`src/rtl/noc_pkg.sv`:
```
// Shared definitions for the 5-port wormhole router switch allocator.
//   NPORTS / SELW : default port count and port-index width
//   ost_e         : per-output allocation state (idle or locked to an owner)
//   P_*           : port index names for the mesh directions
package noc_pkg;

    localparam int NPORTS = 5;
    localparam int SELW   = 3;

    typedef enum logic {
        ST_IDLE   = 1'b0,
        ST_LOCKED = 1'b1
    } ost_e;

    localparam int P_LOCAL = 0;
    localparam int P_N     = 1;
    localparam int P_E     = 2;
    localparam int P_S     = 3;
    localparam int P_W     = 4;

endpackage

```
`src/rtl/noc_rr_arbiter.sv`:
```
// N-wide round-robin arbiter, purely combinational.
//   req : request vector
//   ptr : highest-priority index; scan runs ptr, ptr+1, ... wrapping mod N
//   en  : when low, no grant is issued
//   gnt : one-hot grant
//   idx : encoded winner (0 when vld=0)
//   vld : a grant was issued
module noc_rr_arbiter #(
    parameter int N = 5,
    parameter int W = 3
) (
    input  logic [N-1:0] req,
    input  logic [W-1:0] ptr,
    input  logic         en,
    output logic [N-1:0] gnt,
    output logic [W-1:0] idx,
    output logic         vld
);

    always_comb begin
        int c;
        c   = 0;
        gnt = '0;
        idx = '0;
        vld = 1'b0;
        if (en) begin
            for (int k = 0; k < N; k++) begin
                c = (int'(ptr) + k) % N;
                if (!vld && req[c]) begin
                    vld    = 1'b1;
                    gnt[c] = 1'b1;
                    idx    = W'(c);
                end
            end
        end
    end

endmodule

```
`src/rtl/noc_switch_allocator.sv`:
```
// Per-output switch allocator for the wormhole router. Each output either
// arbitrates among head flits round-robin (IDLE) or follows the input that
// won its head flit until that packet's tail passes (LOCKED).
//   clk, rst        : clock, asynchronous active-low reset
//   in_valid/head/tail, in_dest : input buffer heads (dest slice i = [i*SELW +: SELW])
//   out_ready       : per-output downstream credit available
//   in_grant        : input i pops its flit this cycle
//   out_valid/out_sel : crossbar drive per output (sel is 0 when not valid)
//   err             : sticky, a valid head requested a non-existent output
module noc_switch_allocator
    import noc_pkg::*;
#(
    parameter int NPORTS = noc_pkg::NPORTS,
    parameter int SELW   = noc_pkg::SELW
) (
    input  logic                   clk,
    input  logic                   rst,
    input  logic [NPORTS-1:0]      in_valid,
    input  logic [NPORTS-1:0]      in_head,
    input  logic [NPORTS-1:0]      in_tail,
    input  logic [NPORTS*SELW-1:0] in_dest,
    input  logic [NPORTS-1:0]      out_ready,
    output logic [NPORTS-1:0]      in_grant,
    output logic [NPORTS-1:0]      out_valid,
    output logic [NPORTS*SELW-1:0] out_sel,
    output logic                   err
);

    localparam logic [SELW:0]   NP_EXT = (SELW+1)'(NPORTS);
    localparam logic [SELW-1:0] LAST   = SELW'(NPORTS - 1);

    logic [NPORTS-1:0][SELW-1:0]   dest;
    logic [NPORTS-1:0][SELW-1:0]   sel;
    logic [NPORTS-1:0][NPORTS-1:0] ogrant;   // ogrant[o] = inputs granted by output o
    logic                          bad_head;

    assign dest    = in_dest;
    assign out_sel = sel;

    for (genvar o = 0; o < NPORTS; o++) begin : g_out
        ost_e              st;
        logic [SELW-1:0]   ptr;
        logic [SELW-1:0]   owner;
        logic [NPORTS-1:0] cand;
        logic [NPORTS-1:0] arb_gnt;
        logic [SELW-1:0]   arb_idx;
        logic              arb_vld;
        logic              arb_en;
        logic              lk_gnt;

        always_comb begin
            cand = '0;
            for (int i = 0; i < NPORTS; i++)
                cand[i] = in_valid[i] & in_head[i] & (dest[i] == SELW'(o));
        end

        // rst gating keeps all grant outputs low for the whole reset window,
        // even though the inputs may still be presenting traffic.
        assign arb_en = rst & (st == ST_IDLE) & out_ready[o];
        assign lk_gnt = rst & (st == ST_LOCKED) & in_valid[owner] & out_ready[o];

        noc_rr_arbiter #(.N(NPORTS), .W(SELW)) u_arb (
            .req (cand),
            .ptr (ptr),
            .en  (arb_en),
            .gnt (arb_gnt),
            .idx (arb_idx),
            .vld (arb_vld)
        );

        assign ogrant[o]    = lk_gnt ? (NPORTS'(1) << owner) : arb_gnt;
        assign out_valid[o] = lk_gnt | arb_vld;
        assign sel[o]       = lk_gnt ? owner : arb_idx;

        // A tail grant returns to IDLE; a head waiting on the same output is
        // only considered by the arbiter on the following cycle.
        always_ff @(posedge clk or negedge rst) begin
            if (!rst) begin
                st    <= ST_IDLE;
                ptr   <= '0;
                owner <= '0;
            end else if (arb_vld) begin
                ptr <= (arb_idx == LAST) ? '0 : arb_idx + 1'b1;
                if (!in_tail[arb_idx]) begin
                    st    <= ST_LOCKED;
                    owner <= arb_idx;
                end
            end else if (lk_gnt && in_tail[owner]) begin
                st <= ST_IDLE;
            end
        end
    end

    // Upstream guarantees at most one output grants a given input.
    always_comb begin
        in_grant = '0;
        for (int o = 0; o < NPORTS; o++)
            in_grant = in_grant | ogrant[o];
    end

    always_comb begin
        bad_head = 1'b0;
        for (int i = 0; i < NPORTS; i++)
            if (in_valid[i] && in_head[i] && ({1'b0, dest[i]} >= NP_EXT))
                bad_head = 1'b1;
    end

    always_ff @(posedge clk or negedge rst) begin
        if (!rst)
            err <= 1'b0;
        else if (bad_head)
            err <= 1'b1;
    end

endmodule

```
`config.mk`:
```
export PLATFORM = sky130hd
export DESIGN_NAME = noc_switch_allocator
export DESIGN_NICKNAME = d
export VERILOG_FILES = /design/src/rtl/noc_pkg.sv /design/src/rtl/noc_rr_arbiter.sv /design/src/rtl/noc_switch_allocator.sv
export SDC_FILE = /design/constraint.sdc
export NUM_CORES = 1
export LEC_CHECK = 0
export CORE_ASPECT_RATIO = 1.1
export CORE_MARGIN = 5
export CORE_UTILIZATION = 60
export CTS_CLUSTER_DIAMETER = 200
export DETAILED_ROUTE_END_ITERATION = 6
export GPL_TIMING_DRIVEN = 0
export MAX_ROUTING_LAYER = met4
export PLACE_DENSITY = 0.76
export REMOVE_ABC_BUFFERS = 1
export SLEW_MARGIN = 25
export SYNTH_ARGS = -nofsm -noshare
export SYNTH_HDL_FRONTEND = slang
export SYNTH_SLANG_ARGS = --single-unit
```
`constraint.sdc`:
```
create_clock -name clk -period 15.4 [get_ports clk]
set_clock_uncertainty 0.2 [all_clocks]
set_input_delay 2.31 -clock clk [delete_from_list [all_inputs] [get_ports clk]]
set_output_delay 2.31 -clock clk [all_outputs]
set_load 0.005 [all_outputs]
```
==> impl_results.md <==
- Detailed-route vias per instance: 6.988
- Final Core Density: between 60% and 70%
- Status: complete, no violations
- Core area: 0.02377 mm^2
- P_leak: approximately 6.3 nW
- Hold_buf cts: 0
- CTS buffer count: 5
- Height of the die: around 170 um
- CP max stage delay: 1.02 ns
- Sequential share of the synthesized area: 6.214%
- Initial DRC Count: between 1500 and 2000
- Setup TNS Final: 0 ns
- CTS tree: built
- DRC viols: 0
- Reg2Reg Setup Slack: between 6 and 7 ns
- GRT Residual Overflow: 0
- Root Driver: clkbuf_16
- Final setup vio count: 0
- Crit-path cells: clkinv_1, ha_1, clkinv_1, ha_1, nor3_1, nor2_1, xnor2_1, ha_1, nor2b_1, nor3_1, o311ai_0, mux2i_1, o21ai_0, nand4_1, or3_1, nor2_1, nand4b_1, a21oi_1, a21oi_1, nand4_1, clkdlybuf4s50_1
- Cell count after synthesis: 2070
- 1st-pass router iterations: 5
- Clock-pin slew on the worst setup and hold paths: 0.07 ns
- CP required: 12.89 ns
- Cell area after layout: 0.01536 mm^2
- Max Slew Vio Count: 0
- Clock latency on the worst-skew pair: roughly 0.29 ns
- FF+latch count, synth: 36
- Pin count of the biggest net entering global routing: 41
- Routed len/inst: 20.70 um
- Period utilization: 72.73%
- Distinct cells, synth: around 120
- Total power draw: 2.291 mW
- CP Launch Point: g_out[2].ptr[0]
- Crit. End Element: output port
- Master of the slowest instance on the critical path: ha_1
- Number of buffer cells added on primary ports: 62
- DIE AREA: 0.02738 mm^2
- Leading area contributor after synthesis: ha_1
- Critical Path AT: 8.69 ns
- Area growth from synthesis to layout: 5.929%
- Synthesized area: approximately 0.014 mm^2
- Post-CTS Setup Inserts: 0
- Power Density: 149.2 mW/mm^2
- Htree depth: 2
- DRT Wirelength: 48.88 mm
- Routed vias: about 16000
- Worst slack, placed: 4.763 ns
- Row cnt: a little under 60
- Critical R2R Launch: g_out[2].ptr[0]
- Final Non-Filler Cells: 2361
- Most common cell in the netlist: nand2_1
- Dpl cell area: 0.01518 mm^2
- Synth Flop Type: dfrtp_1
- Reg2Reg Depth: 20
- Mean area per synthesized cell: about 7 um^2
- Hold Fails Final Rpt: 0
- Min-Delay Path Class: flip-flop to flip-flop
- Worst Slack Setup Final: around 4.2 ns
- CP most frequent cell: ha_1
- Synth async-reset ratio: 100.0%
- YS warnings: 0
- Tightest Pin Transition: 0.9387 ns
- NumNets Final: 2251
- Max Freq: between 0.08 and 0.09 GHz
- Post-route antenna net violation count: 0
- Max rail drop VDD: 0.09660 mV
- CTS Buffer Depth: 2
- All-Layer GR Usage: between 30% and 40%
- Maximum fanout along the worst path: 40
- Setup Crit Path Kind: flip-flop to output port
- Main area contributors after synthesis: ha_1, dfrtp_1, nand2_1, a21oi_1, nor2_1
- Post-synth top area share: a little over an eighth
- Cells after DPL: 2352
- Clk sinks: 36
- Rel. slew slack: roughly 37%
- Synth top cells by count: nand2_1, nor2_1, ha_1, a21oi_1, o21ai_0
- First-pass GRT wire length: 77.83 mm
- CP Launch Type: flip-flop
- Post_cts resized: 0
- Post-DP HPWL: 37.91 mm
- Initial Utilization: 60.99%
- Routability cong.: 1.049
- Critical R2R Capture: g_out[2].st
- Post-synth EDFFs: 0
- Final Hold Slack: 0.3468 ns
- Die width: approximately 160 um
- Max-Cap Viols: 0
- Tmin final: 11.20 ns
- CP endpoint: in_grant[4]
- Initial antenna violation count: 1
- Number of global-route vias before repair: 15200
- RSZ-0062 raised after global routing: false
- Share of cells above drive strength 1: 6.861%
- Ports: 63
-- area by class of cell --
cell class | count | area (um^2)
Clock inverter | 3 | 46.29
Fill cell | 2199 | 8413
Timing Repair Buffer | 64 | 650.6
Clock buffer | 5 | 125.1
Sequential cell | 36 | 907.1
Tap cell | 305 | 381.6
Multi-Input combinational cell | 1811 | 12730
Antenna cell | 1 | 2.502
Inverter | 136 | 513.0
-- metal layers --
| layer | wire length (um) | share of wire, % | vias to the layer above | GRT usage [%] |
|---|---|---|---|---|
| met5 | 0 | 0 | - | - |
| met4 | 2067 | 4.2 | 0 | 11.77 |
| met3 | 3794 | 7.8 | 154 | 2.550 |
| met2 | 22850 | 47 | 787 | 56.13 |
| met1 | 20160 | 41 | 7730 | 45.24 |
| li1 | - | - | 7828 | - |
-- worst max-delay path, delay by kind of cell, from the launching register on --
| kind | cells | cell delay, ns |
|---|---|---|
| muxes | 1 | 0.25 |
| and+or+nand+nor | 9 | 2.08 |
| adders and majority gates | 3 | 1.72 |
| xor gates and xnor gates | 1 | 0.30 |
| buffers and inverters | 3 | 1.84 |
| DFF | 1 | 0.86 |
| AOI/OAI and AO/OA | 4 | 1.29 |
-- placed cells by master, fill, tap and decap left out, types with 35 or more instances in the layout --
cell type / instances
nand3_1: 85
a21oi_1: 133
nor3_1: 57
nor2_1: 167
xnor2_1: 35
inv_1: 122
o21ai_0: 123
nand2_1: 199
mux2i_1: 46
ha_1: 158
clkdlybuf4s50_1: 61
a31oi_1: 41
-- logic make-up after synthesis --
kind of cell | count (synthesis) | synth area share (%)
xor+xnor | 45 | 2.952
fa+ha+maj | 160 | 13.91
simple gates | 828 | 29.82
buf+inv | 223 | 6.136
mux | 83 | 7.232
flops | 36 | 6.214
compound gates | 695 | 33.74
-- report_power, final --
group	switching [mW]	internal [mW]
Sequential	0.107	0.120
Clock	0.0463	0.0771
Combinational	1.21	0.731
-- registers in the layout, indices dropped and copies added, names as in the netlist --
signal / cells
g_out.owner: 15
err: 1
g_out.st: 5
g_out.ptr: 15
-- worst min-delay path by stage --
stage,startpoint,endpoint,cells past startpoint,slack [ns]
after floorplan,err,err,1,0.27
after global placement,g_out[4].st,g_out[4].st,1,0.32
after detailed placement,g_out[4].st,g_out[4].st,1,0.33
after CTS,g_out[4].st,g_out[4].st,1,0.34
after global routing,g_out[4].st,g_out[4].st,1,0.36
final,g_out[4].st,g_out[4].st,1,0.35
Power figures use the tool's default switching activity.
